--- src/rtl/irq_ctrl_pkg.sv ---
// Shared definitions for the external-interrupt controller.
// Contents: bus/id widths, register word offsets inside the 32-byte window,
// and the request FSM state type.
package irq_ctrl_pkg;

  localparam int unsigned ADDR_W = 32;
  localparam int unsigned DATA_W = 32;
  localparam int unsigned ID_W   = 4;

  // Byte offsets of the registers inside the window
  localparam logic [4:0] OFF_PENDING = 5'h00;
  localparam logic [4:0] OFF_MASK    = 5'h04;
  localparam logic [4:0] OFF_EDGE    = 5'h08;
  localparam logic [4:0] OFF_CLAIM   = 5'h0C;
  localparam logic [4:0] OFF_EOI     = 5'h10;

  typedef enum logic [1:0] {
    IDLE    = 2'd0,
    ASSERT  = 2'd1,
    SERVICE = 2'd2
  } state_e;

endpackage

--- src/rtl/irq_ctrl_if.sv ---
// Memory-stage register bus between the pipeline and the interrupt controller.
// Signals: addr (ALU result), wdata (store data), we (store strobe),
//          rdata (combinational read data), sel (address hits the window).
// master = pipeline side, slave = controller side.
interface irq_ctrl_if;
  import irq_ctrl_pkg::*;

  logic [ADDR_W-1:0] addr;
  logic [DATA_W-1:0] wdata;
  logic              we;
  logic [DATA_W-1:0] rdata;
  logic              sel;

  modport master (output addr, output wdata, output we, input rdata, input sel);
  modport slave  (input addr, input wdata, input we, output rdata, output sel);

endinterface

--- src/rtl/irq_ctrl_line_cond.sv ---
// Per-line input conditioning for one interrupt source.
// Ports: clk, rst_n (sync, active-low), line (device pin),
//        level_c (conditioned level s_irq), rise_c (rising edge of s_irq).
// Macro IRQ_CTRL_SYNC_EN: when defined, the pin passes a 2-flop synchronizer;
// when undefined, the pin is used directly (synchronous on-chip sources only).
module irq_line_cond (
  input  logic clk,
  input  logic rst_n,
  input  logic line,
  output logic level_c,
  output logic rise_c
);

`ifdef IRQ_CTRL_SYNC_EN
  logic [1:0] sync_q;

  // Two-stage synchronizer for asynchronous device pins
  always_ff @(posedge clk) begin
    if (!rst_n) sync_q <= '0;
    else        sync_q <= {sync_q[0], line};
  end

  assign level_c = sync_q[1];
`else
  assign level_c = line;
`endif

  logic prev_q;

  // s_prev: conditioned level delayed by one cycle
  always_ff @(posedge clk) begin
    if (!rst_n) prev_q <= 1'b0;
    else        prev_q <= level_c;
  end

  assign rise_c = level_c & ~prev_q;

endmodule

--- src/rtl/irq_ctrl.sv ---
// External-interrupt controller feeding the cop0 external-interrupt input.
// Ports: i_clk, i_rst_n (sync, active-low), i_irq[N_IRQ] device lines,
//        bus (irq_ctrl_if.slave: addr/wdata/we in, rdata/sel out, rdata combinational),
//        i_ack (cop0 took the external interrupt), o_irq (registered request),
//        o_irq_id (latched source id).
// Registers: 0x00 PENDING (W1C edge bits), 0x04 MASK, 0x08 EDGE, 0x0C CLAIM, 0x10 EOI.
// Macro IRQ_CTRL_SYNC_EN enables 2-flop input synchronizers (see irq_line_cond).
module irq_ctrl
  import irq_ctrl_pkg::*;
#(
  parameter int unsigned       N_IRQ     = 8,
  parameter logic [ADDR_W-1:0] BASE_ADDR = 32'hFFFF_0000
) (
  input  logic             i_clk,
  input  logic             i_rst_n,
  input  logic [N_IRQ-1:0] i_irq,
  irq_ctrl_if.slave        bus,
  input  logic             i_ack,
  output logic             o_irq,
  output logic [ID_W-1:0]  o_irq_id
);

  logic [N_IRQ-1:0] s_irq, rise;
  logic [N_IRQ-1:0] pending_q, pending_d, mask_q, edge_mode_q;
  logic [N_IRQ-1:0] active, w1c, eoi_clr;
  logic [15:0]      active_ext;
  state_e           state_q, state_d;
  logic [ID_W-1:0]  id_q, id_d, lowest;
  logic             irq_d, claim_valid;
  logic             sel;
  logic [4:0]       off;
  logic             wr_pending, wr_mask, wr_edge, wr_eoi;
  logic             unused_wdata;

  // Line conditioning, one instance per source
  for (genvar g = 0; g < int'(N_IRQ); g++) begin : g_line
    irq_line_cond u_cond (
      .clk     (i_clk),
      .rst_n   (i_rst_n),
      .line    (i_irq[g]),
      .level_c (s_irq[g]),
      .rise_c  (rise[g])
    );
  end

  // Address decode; misaligned byte addresses map onto their word
  assign off        = {bus.addr[4:2], 2'b00};
  assign sel        = (bus.addr[31:5] == BASE_ADDR[31:5]) && (bus.addr[4:0] <= 5'h10);
  assign bus.sel    = sel;
  assign wr_pending = bus.we && sel && (off == OFF_PENDING);
  assign wr_mask    = bus.we && sel && (off == OFF_MASK);
  assign wr_edge    = bus.we && sel && (off == OFF_EDGE);
  assign wr_eoi     = bus.we && sel && (off == OFF_EOI);

  assign unused_wdata = ^bus.wdata[DATA_W-1:N_IRQ];

  // Clear sources for edge bits: software W1C and EOI of the serviced id
  always_comb begin
    w1c     = wr_pending ? bus.wdata[N_IRQ-1:0] : '0;
    eoi_clr = '0;
    for (int i = 0; i < int'(N_IRQ); i++) begin
      eoi_clr[i] = wr_eoi && (state_q == SERVICE) && (id_q == ID_W'(i));
    end
  end

  // Level bits follow the line; edge bits are sticky with set winning over clear
  assign pending_d = (edge_mode_q & (rise | (pending_q & ~(w1c | eoi_clr))))
                   | (~edge_mode_q & s_irq);

  always_ff @(posedge i_clk) begin
    if (!i_rst_n) begin
      pending_q   <= '0;
      mask_q      <= '0;
      edge_mode_q <= '0;
    end else begin
      pending_q <= pending_d;
      if (wr_mask) mask_q      <= bus.wdata[N_IRQ-1:0];
      if (wr_edge) edge_mode_q <= bus.wdata[N_IRQ-1:0];
    end
  end

  assign active     = pending_q & mask_q;
  assign active_ext = 16'(active);

  // Lowest active index has highest priority
  always_comb begin
    lowest = '0;
    for (int i = int'(N_IRQ) - 1; i >= 0; i--) begin
      if (active[i]) lowest = ID_W'(i);
    end
  end

  // FSM state register
  always_ff @(posedge i_clk) begin
    if (!i_rst_n) begin
      state_q <= IDLE;
      id_q    <= '0;
      o_irq   <= 1'b0;
    end else begin
      state_q <= state_d;
      id_q    <= id_d;
      o_irq   <= irq_d;
    end
  end

  // FSM next state; ack beats retract in ASSERT
  always_comb begin
    state_d = state_q;
    id_d    = id_q;
    case (state_q)
      IDLE: begin
        if (|active) begin
          id_d    = lowest;
          state_d = ASSERT;
        end
      end
      ASSERT: begin
        if (i_ack)                    state_d = SERVICE;
        else if (!active_ext[id_q])   state_d = IDLE;
      end
      SERVICE: begin
        if (wr_eoi) state_d = IDLE;
      end
      default: state_d = IDLE;
    endcase
  end

  // FSM outputs; o_irq is registered from the next state
  always_comb begin
    irq_d       = (state_d == ASSERT);
    claim_valid = (state_q != IDLE);
  end

  assign o_irq_id = id_q;

  // Combinational read mux
  always_comb begin
    bus.rdata = '0;
    if (sel) begin
      case (off)
        OFF_PENDING: bus.rdata = DATA_W'(pending_q);
        OFF_MASK:    bus.rdata = DATA_W'(mask_q);
        OFF_EDGE:    bus.rdata = DATA_W'(edge_mode_q);
        OFF_CLAIM:   bus.rdata = claim_valid ? {1'b1, 27'b0, id_q} : '0;
        default:     bus.rdata = '0;
      endcase
    end
  end

endmodule

--- src/flat_wrapper.sv ---
// flat-port wrapper written by rule: the top's interface ports become plain ports
module irq_ctrl_flat import irq_ctrl_pkg::*;
#(
  parameter int unsigned       N_IRQ     = 8,
  parameter logic [ADDR_W-1:0] BASE_ADDR = 32'hFFFF_0000
)
  (i_clk, i_rst_n, i_irq, i_ack, o_irq, o_irq_id, bus_addr, bus_wdata, bus_we, bus_rdata, bus_sel);
  irq_ctrl_if bus_i ();
  input  logic i_clk;
  input  logic i_rst_n;
  input  logic [N_IRQ-1:0] i_irq;
  input  logic i_ack;
  output logic o_irq;
  output logic [ID_W-1:0] o_irq_id;
  input wire logic [$bits(bus_i.addr)-1:0] bus_addr;
  input wire logic [$bits(bus_i.wdata)-1:0] bus_wdata;
  input wire logic [$bits(bus_i.we)-1:0] bus_we;
  output wire logic [$bits(bus_i.rdata)-1:0] bus_rdata;
  output wire logic [$bits(bus_i.sel)-1:0] bus_sel;
  assign bus_i.addr = bus_addr;
  assign bus_i.wdata = bus_wdata;
  assign bus_i.we = bus_we;
  assign bus_rdata = bus_i.rdata;
  assign bus_sel = bus_i.sel;
  irq_ctrl #(.N_IRQ(N_IRQ), .BASE_ADDR(BASE_ADDR)) u_core (.i_clk(i_clk), .i_rst_n(i_rst_n), .i_irq(i_irq), .bus(bus_i), .i_ack(i_ack), .o_irq(o_irq), .o_irq_id(o_irq_id));
endmodule
--- config.mk ---
export PLATFORM = sky130hd
export DESIGN_NAME = irq_ctrl_flat
export DESIGN_NICKNAME = d
export VERILOG_FILES = /design/src/rtl/irq_ctrl_pkg.sv /design/src/rtl/irq_ctrl_if.sv /design/src/rtl/irq_ctrl_line_cond.sv /design/src/rtl/irq_ctrl.sv /design/src/flat_wrapper.sv
export SDC_FILE = /design/constraint.sdc
export NUM_CORES = 1
export LEC_CHECK = 0
export CAP_MARGIN = 10
export CORE_ASPECT_RATIO = 1.5
export CORE_MARGIN = 2
export CORE_UTILIZATION = 41
export CTS_CLUSTER_DIAMETER = 30
export DETAILED_ROUTE_END_ITERATION = 8
export PLACE_DENSITY = 0.81
export SLEW_MARGIN = 20
export SYNTH_ARGS = -nofsm -noshare
export SYNTH_HDL_FRONTEND = slang
export SYNTH_SLANG_ARGS = --single-unit
--- constraint.sdc ---
create_clock -name i_clk -period 3.9 [get_ports i_clk]
set_clock_uncertainty 0.2 [all_clocks]
set_input_delay 1.17 -clock i_clk [delete_from_list [all_inputs] [get_ports i_clk]]
set_output_delay 1.17 -clock i_clk [all_outputs]
set_load 0.1 [all_outputs]
======== After elaboration in Yosys (flattened, before gate mapping) ========
Cells that the tools add are included.
Widths: inputs -> output; s select.
storage, ports and cells
  register bits after elaboration ......... 39
  word-level logic and storage cells ...... 96
cells by class
  magnitude comparators ................... 2
  equality and inequality tests ........... 15
  multiplexer cells ....................... 19
  bitwise logic cells ..................... 25
  reduce and logical (&&, ||, !) cells .... 21
operators by type and width
  cell                  number
  $pmux 32 s4           1
  $mux 32               2
  $and 8x8->8           4
  $eq 27x27->1 const B  1
  $mux 3                8
  $or 8x8->8            3
  $eq 4x3->1 const B    4
  $not 8->8             2
  $logic_and 1x1->1     15
  $and 1x1->1           8
  $eq 4x2->1 const B    2
  $mux 2                4
  $mux 8                1
  $not 1->1             8
  $reduce_or 8->1       1
  $eq 3x2->1 const B    2
  $pmux 2 s3            1
  $le 5x5->1 const B    1
  $logic_not 5->1       1
  $lt 4x5->1 const B    1
  $bmux 1 s4            1
  $eq 2x1->1 const B    2
  $eq 4x1->1 const B    1
  $logic_not 4->1       1
  other kinds (7)       7

======== Longest topological paths before layout ========
  depth after elaboration ................. 12
  depth in mapped cells ................... 7
  mapped depth without buffers ............ 5

======== Modules after synthesis ========
Synthesis repeated with hierarchy kept, for this count alone.
unflattened totals
  cells, all modules ...................... 322
  area total of the unflattened synthesis .. 2690.1 µm²
modules (own cells, without submodules)
  module         times used  cells an instance  area an instance (µm²)
  irq_ctrl       1           290                2309.7
  irq_line_cond  8           4                  47.5

======== Worst setup path before layout ========
OpenSTA, ideal clock, no wires.
  path kind ............................... in2out
  from .................................... input bus_addr[5]
  to ...................................... output bus_rdata[31]
  arrival time ............................ 4.138 ns
  required time ........................... 2.530 ns
  slack ................................... -1.608 ns
  stages on the path ...................... 4
  cell sequence ........................... or4_4 nor4_4 nand3_1 nor3_1
between the ends
  word-level cells in the longest chain between the ends .. 3
RTL lines
  what                line                text
  start: declaration  flat_wrapper.sv:15  input wire logic [$bits(bus_i.addr)-1:0] bus_addr;
  $eq 27x27->1        irq_ctrl.sv:48      assign sel = (bus.addr[31:5] == BASE_ADDR[31:5]) && (bus.addr[4:0] <= 5'h10);
  $logic_and 1x1->1   irq_ctrl.sv:48
  $mux 32             irq_ctrl.sv:139     if (sel) begin
  end: declaration    flat_wrapper.sv:18  output wire logic [$bits(bus_i.rdata)-1:0] bus_rdata;
Every way passes these cells.

======== Worst setup path in the final report ========
  from .................................... input bus_addr[11]
  to ...................................... output bus_rdata[1]
The elaborated chain is that of the path after synthesis.

==> flow_results.org <==
** Timing
- Period utilization :: 107%
- The max-slew violation count came to 0.
- Hold is met by between 0.2 and 0.3 ns.
- The smallest clock period supported by the final layout is computed as ~4.2 ns.
- Setup repair after global routing could not meet its margin everywhere.
- Based on the critical path, the design can be clocked at up to between 0.2 and 0.25 GHz.
- Summed over all failing endpoints, the final setup total negative slack is -2.63 ns.
- Slew @ Worst Pin :: 0.577 ns
- Worst slew slack as a fraction of its limit :: 61.5%
- Hold Vio Cnt, Final :: 0
- Setup violations remaining at the end of the flow were counted as 10.
- Once routing completed, OpenROAD measured the worst setup slack at -0.277 ns.

** Power and ir drop
- Overall power consumption after layout is estimated at ~0.9 mW.
- In this run the power density over the cells is approximately 260 nW/um^2.
- IR drop worst, VDD :: between 0.2 and 0.25 mV
- For this design the static power due to leakage is about 1.4 nW.

** Final layout
- In the final layout, flip-flops and latches occupy 761 um^2.
- The library cells used most frequently in the layout, excluding fill and tap cells, are dfxtp_1, clkdlybuf4s50_1, buf_4.
- Antenna diode instance count :: 0
- Leaving out fill and tap cells, the most frequent cell in the layout is dfxtp_1.
- Area growth syn-to-layout :: 48.5%
- Share of cells above drive strength 1 :: 21.8%
- The filler cells instantiated in the layout total 446.
- In the final layout, the multi-input gates occupy 1510 um^2.
- In the final design database the tool counted around 430 nets.

** Global route
- Overall track demand over capacity in global routing :: 21.5%
- Initial antenna violation count :: 0
- The via count of the first global-routing pass came to 2214.
- Entering global routing, the biggest net connects 39 pins.
- First-pass GRT wire length :: between 10000 and 15000 um
- Grt ovf :: 0

** Routing
- Via count :: roughly 2300
- DRC viols :: 0
- After detailed routing, the average wire length per cell comes to between 15 and 20 um.
- The pre-antenna-repair detailed-routing pass consisted of 4 iterations.
- Ratio of routed vias to standard cells :: between 5 and 6
- Count of routing violations after the opening detailed-route iteration :: between 70 and 80
- Final routed wirelength across all metal layers :: roughly 6600 um
- Antenna violation net count after detailed routing :: 0

** Setup path
- In this run the critical register-to-register path is launched from u_core.state_q[1].
- Capturing element type of the critical path :: output port
- Across all register-to-register paths, the minimum setup slack is around 1.8 ns.
- Type of the worst setup path :: in2out
- Worst-path cell with the longest stage delay :: or4_4
- Worst endpoint required time :: about 2.5 ns
- Number of cells on the worst reg-to-reg path :: 5
- Destination of the worst register-to-register timing path :: u_core.pending_q[1]
- Crit path launch type :: input port
- The largest single stage delay on the critical path is 0.53 ns.
- CP max FO :: 8
- For the worst setup path, the data arrival time is ~2.8 ns.
- Sequence of cells on the critical path :: buf_6 -> or4_4 -> nor4_4 -> nand3_2 -> or2_4 -> nor2_4 -> buf_12

** CTS
- Clock insertion delay at the later pin of the skew report :: around 0.30 ns
- Buffers inserted to repair hold after CTS numbered 0.
- TritonCTS built the clock tree.
- Clock-pin slew was measured on the worst setup and hold paths at approximately 0.07 ns.
- Clock tree synthesis found a total of 38 sinks.
- In this run the deepest clock path goes through 2 buffers.
- Clock root buffer master :: clkbuf_8
- TritonCTS created 5 clock buffers.
- The H-tree was split into 2 levels.

** Min path
- Worst min-delay path category :: reg2reg
- Hold endpoint :: u_core.pending_q[5]
- Along the worst hold path, the cell count comes to 3.
- The worst hold path begins at u_core.g_line[5].u_cond.prev_q.

** Yosys
- Gate count of the mapped netlist :: between 200 and 300
- After synthesis, flip-flops and latches occupy 32.9% of the total area.
- Most instantiated flip-flop cell in the synthesis netlist :: dfxtp_1
- Average footprint of a synthesized cell :: 8.57 um^2
- Number of enable-type register cells in the synthesized netlist :: 0
- Synth area leaders :: dfxtp_1, mux2i_1, buf_4
- Number of distinct library cells after synthesis :: 53
- dfxtp_1 takes more of the synthesized area than any other cell.
- Post-Syn Area :: between 2000 and 2500 um^2
- Synth warnings :: 0
- Post-synth ARST share :: 0%
- Total of flip-flops plus latches after synthesis :: 38
- Post-synth top area share :: about a third

** Die
- DIE HEIGHT :: 96.0 um
- The floorplan step defined a die boundary enclosing between 6000 and 7000 um^2.
- The region available for standard cell placement spans 5450 um^2.
- Row count :: 33
- For this configuration, the core starts out at a cell density of a little over two fifths.
- I/O pin total :: ~110
- In this run the horizontal extent of the chip is about 65 um.

** Run status
- The final reports fail on setup timing.
- The run finished, with violations left.

** Placement
- DP HPWL :: 4830 um
- Global placer's final weighted congestion :: around 0.96
- Count of input and output buffers :: 65

** Job
- Max-cap violations in this run came to 0.
## per-stage QoR
step                utilization [%]  worst slack, ns  std cells  area [um^2]
floorplan                         -           -0.441        293         2490
global placement               60.3           -0.678        418         3290
detailed placement             60.3           -0.664        418         3290
CTS                            62.4           -0.426        428         3400
global route                   63.1           -0.342        428         3440
finish                         63.1           -0.277        428         3440
## flip-flops by register name, indices dropped and copies added, names as in the netlist
| register | cells |
|---|---|
| u_core.o_irq_id | 3 |
| u_core.g_line.u_cond.prev_q | 8 |
| u_core.state_q | 2 |
| u_core.edge_mode_q | 8 |
| u_core.o_irq | 1 |
| u_core.pending_q | 8 |
| u_core.mask_q | 8 |
## Yosys cell counts (4+ instances only)
cell type  number
a21oi_1        12
nand4_1         6
mux2i_1        24
and2_1          8
nand2_1        22
nor2_1         19
nand3_1        17
clkbuf_1        6
a22o_1          5
dfxtp_1        38
buf_4          26
o211a_1         4
nor2b_1        19
## layer usage
layer / part of all wire (%) / up-vias / global-route usage, %
met5: 0 / - / 0
met4: 1.3 / 0 / 7.81
met3: 8.5 / 9 / 5.26
met2: 54 / 105 / 41.6
met1: 36 / 1072 / 21.9
li1: - / 1112 / -
## area by class of cell
cell class	count	area share (%)
inverter	3	0.328
multi-input combinational	216	44.0
tap	70	2.55
timing repair buffer	93	28.2
clock inverter	2	0.364
sequential	38	22.1
clock buffer	6	2.40
## how the worst max path moves through the flow
stage	start	endpoint	slack (ns)
6_report	bus_addr[11]	bus_rdata[1]	-0.28
5_1_grt	bus_addr[11]	bus_rdata[1]	-0.34
4_1_cts	bus_addr[9]	bus_rdata[1]	-0.43
3_5_place_dp	bus_addr[5]	bus_rdata[0]	-0.66
3_3_place_gp	bus_addr[5]	bus_rdata[5]	-0.68
2_1_floorplan	bus_addr[5]	bus_rdata[0]	-0.44
## cells by family after synthesis
kind of cell	Yosys count	share of synthesized area (%)
simple gates	123	31.6
compound gates	45	14.1
buf+inv	39	10.9
flops	38	32.9
mux	24	10.4
other cells	1	0.162
## power by group
group,internal [mW],leakage (nW),total [mW],switching [mW]
Clock,0.142,0.0472,0.286,0.144
Combinational,0.0695,1.07,0.211,0.141
Sequential,0.397,0.310,0.403,0.00628
## timing repair
item | CTS | global route
resized for setup | 28 | 11
gates cloned | 0 | 0
endpoints found under the setup margin | 10 | 10
buffers inserted | 4 | 2
pin swaps | 11 | 11
## worst max-delay path: cells and delay by family
| family | cells | cell delay [ns] |
|---|---|---|
| and+or+nand+nor | 5 | 1.35 |
| buffers and inverters | 2 | 0.27 |
No activity file was read; power rests on OpenSTA's default activity.
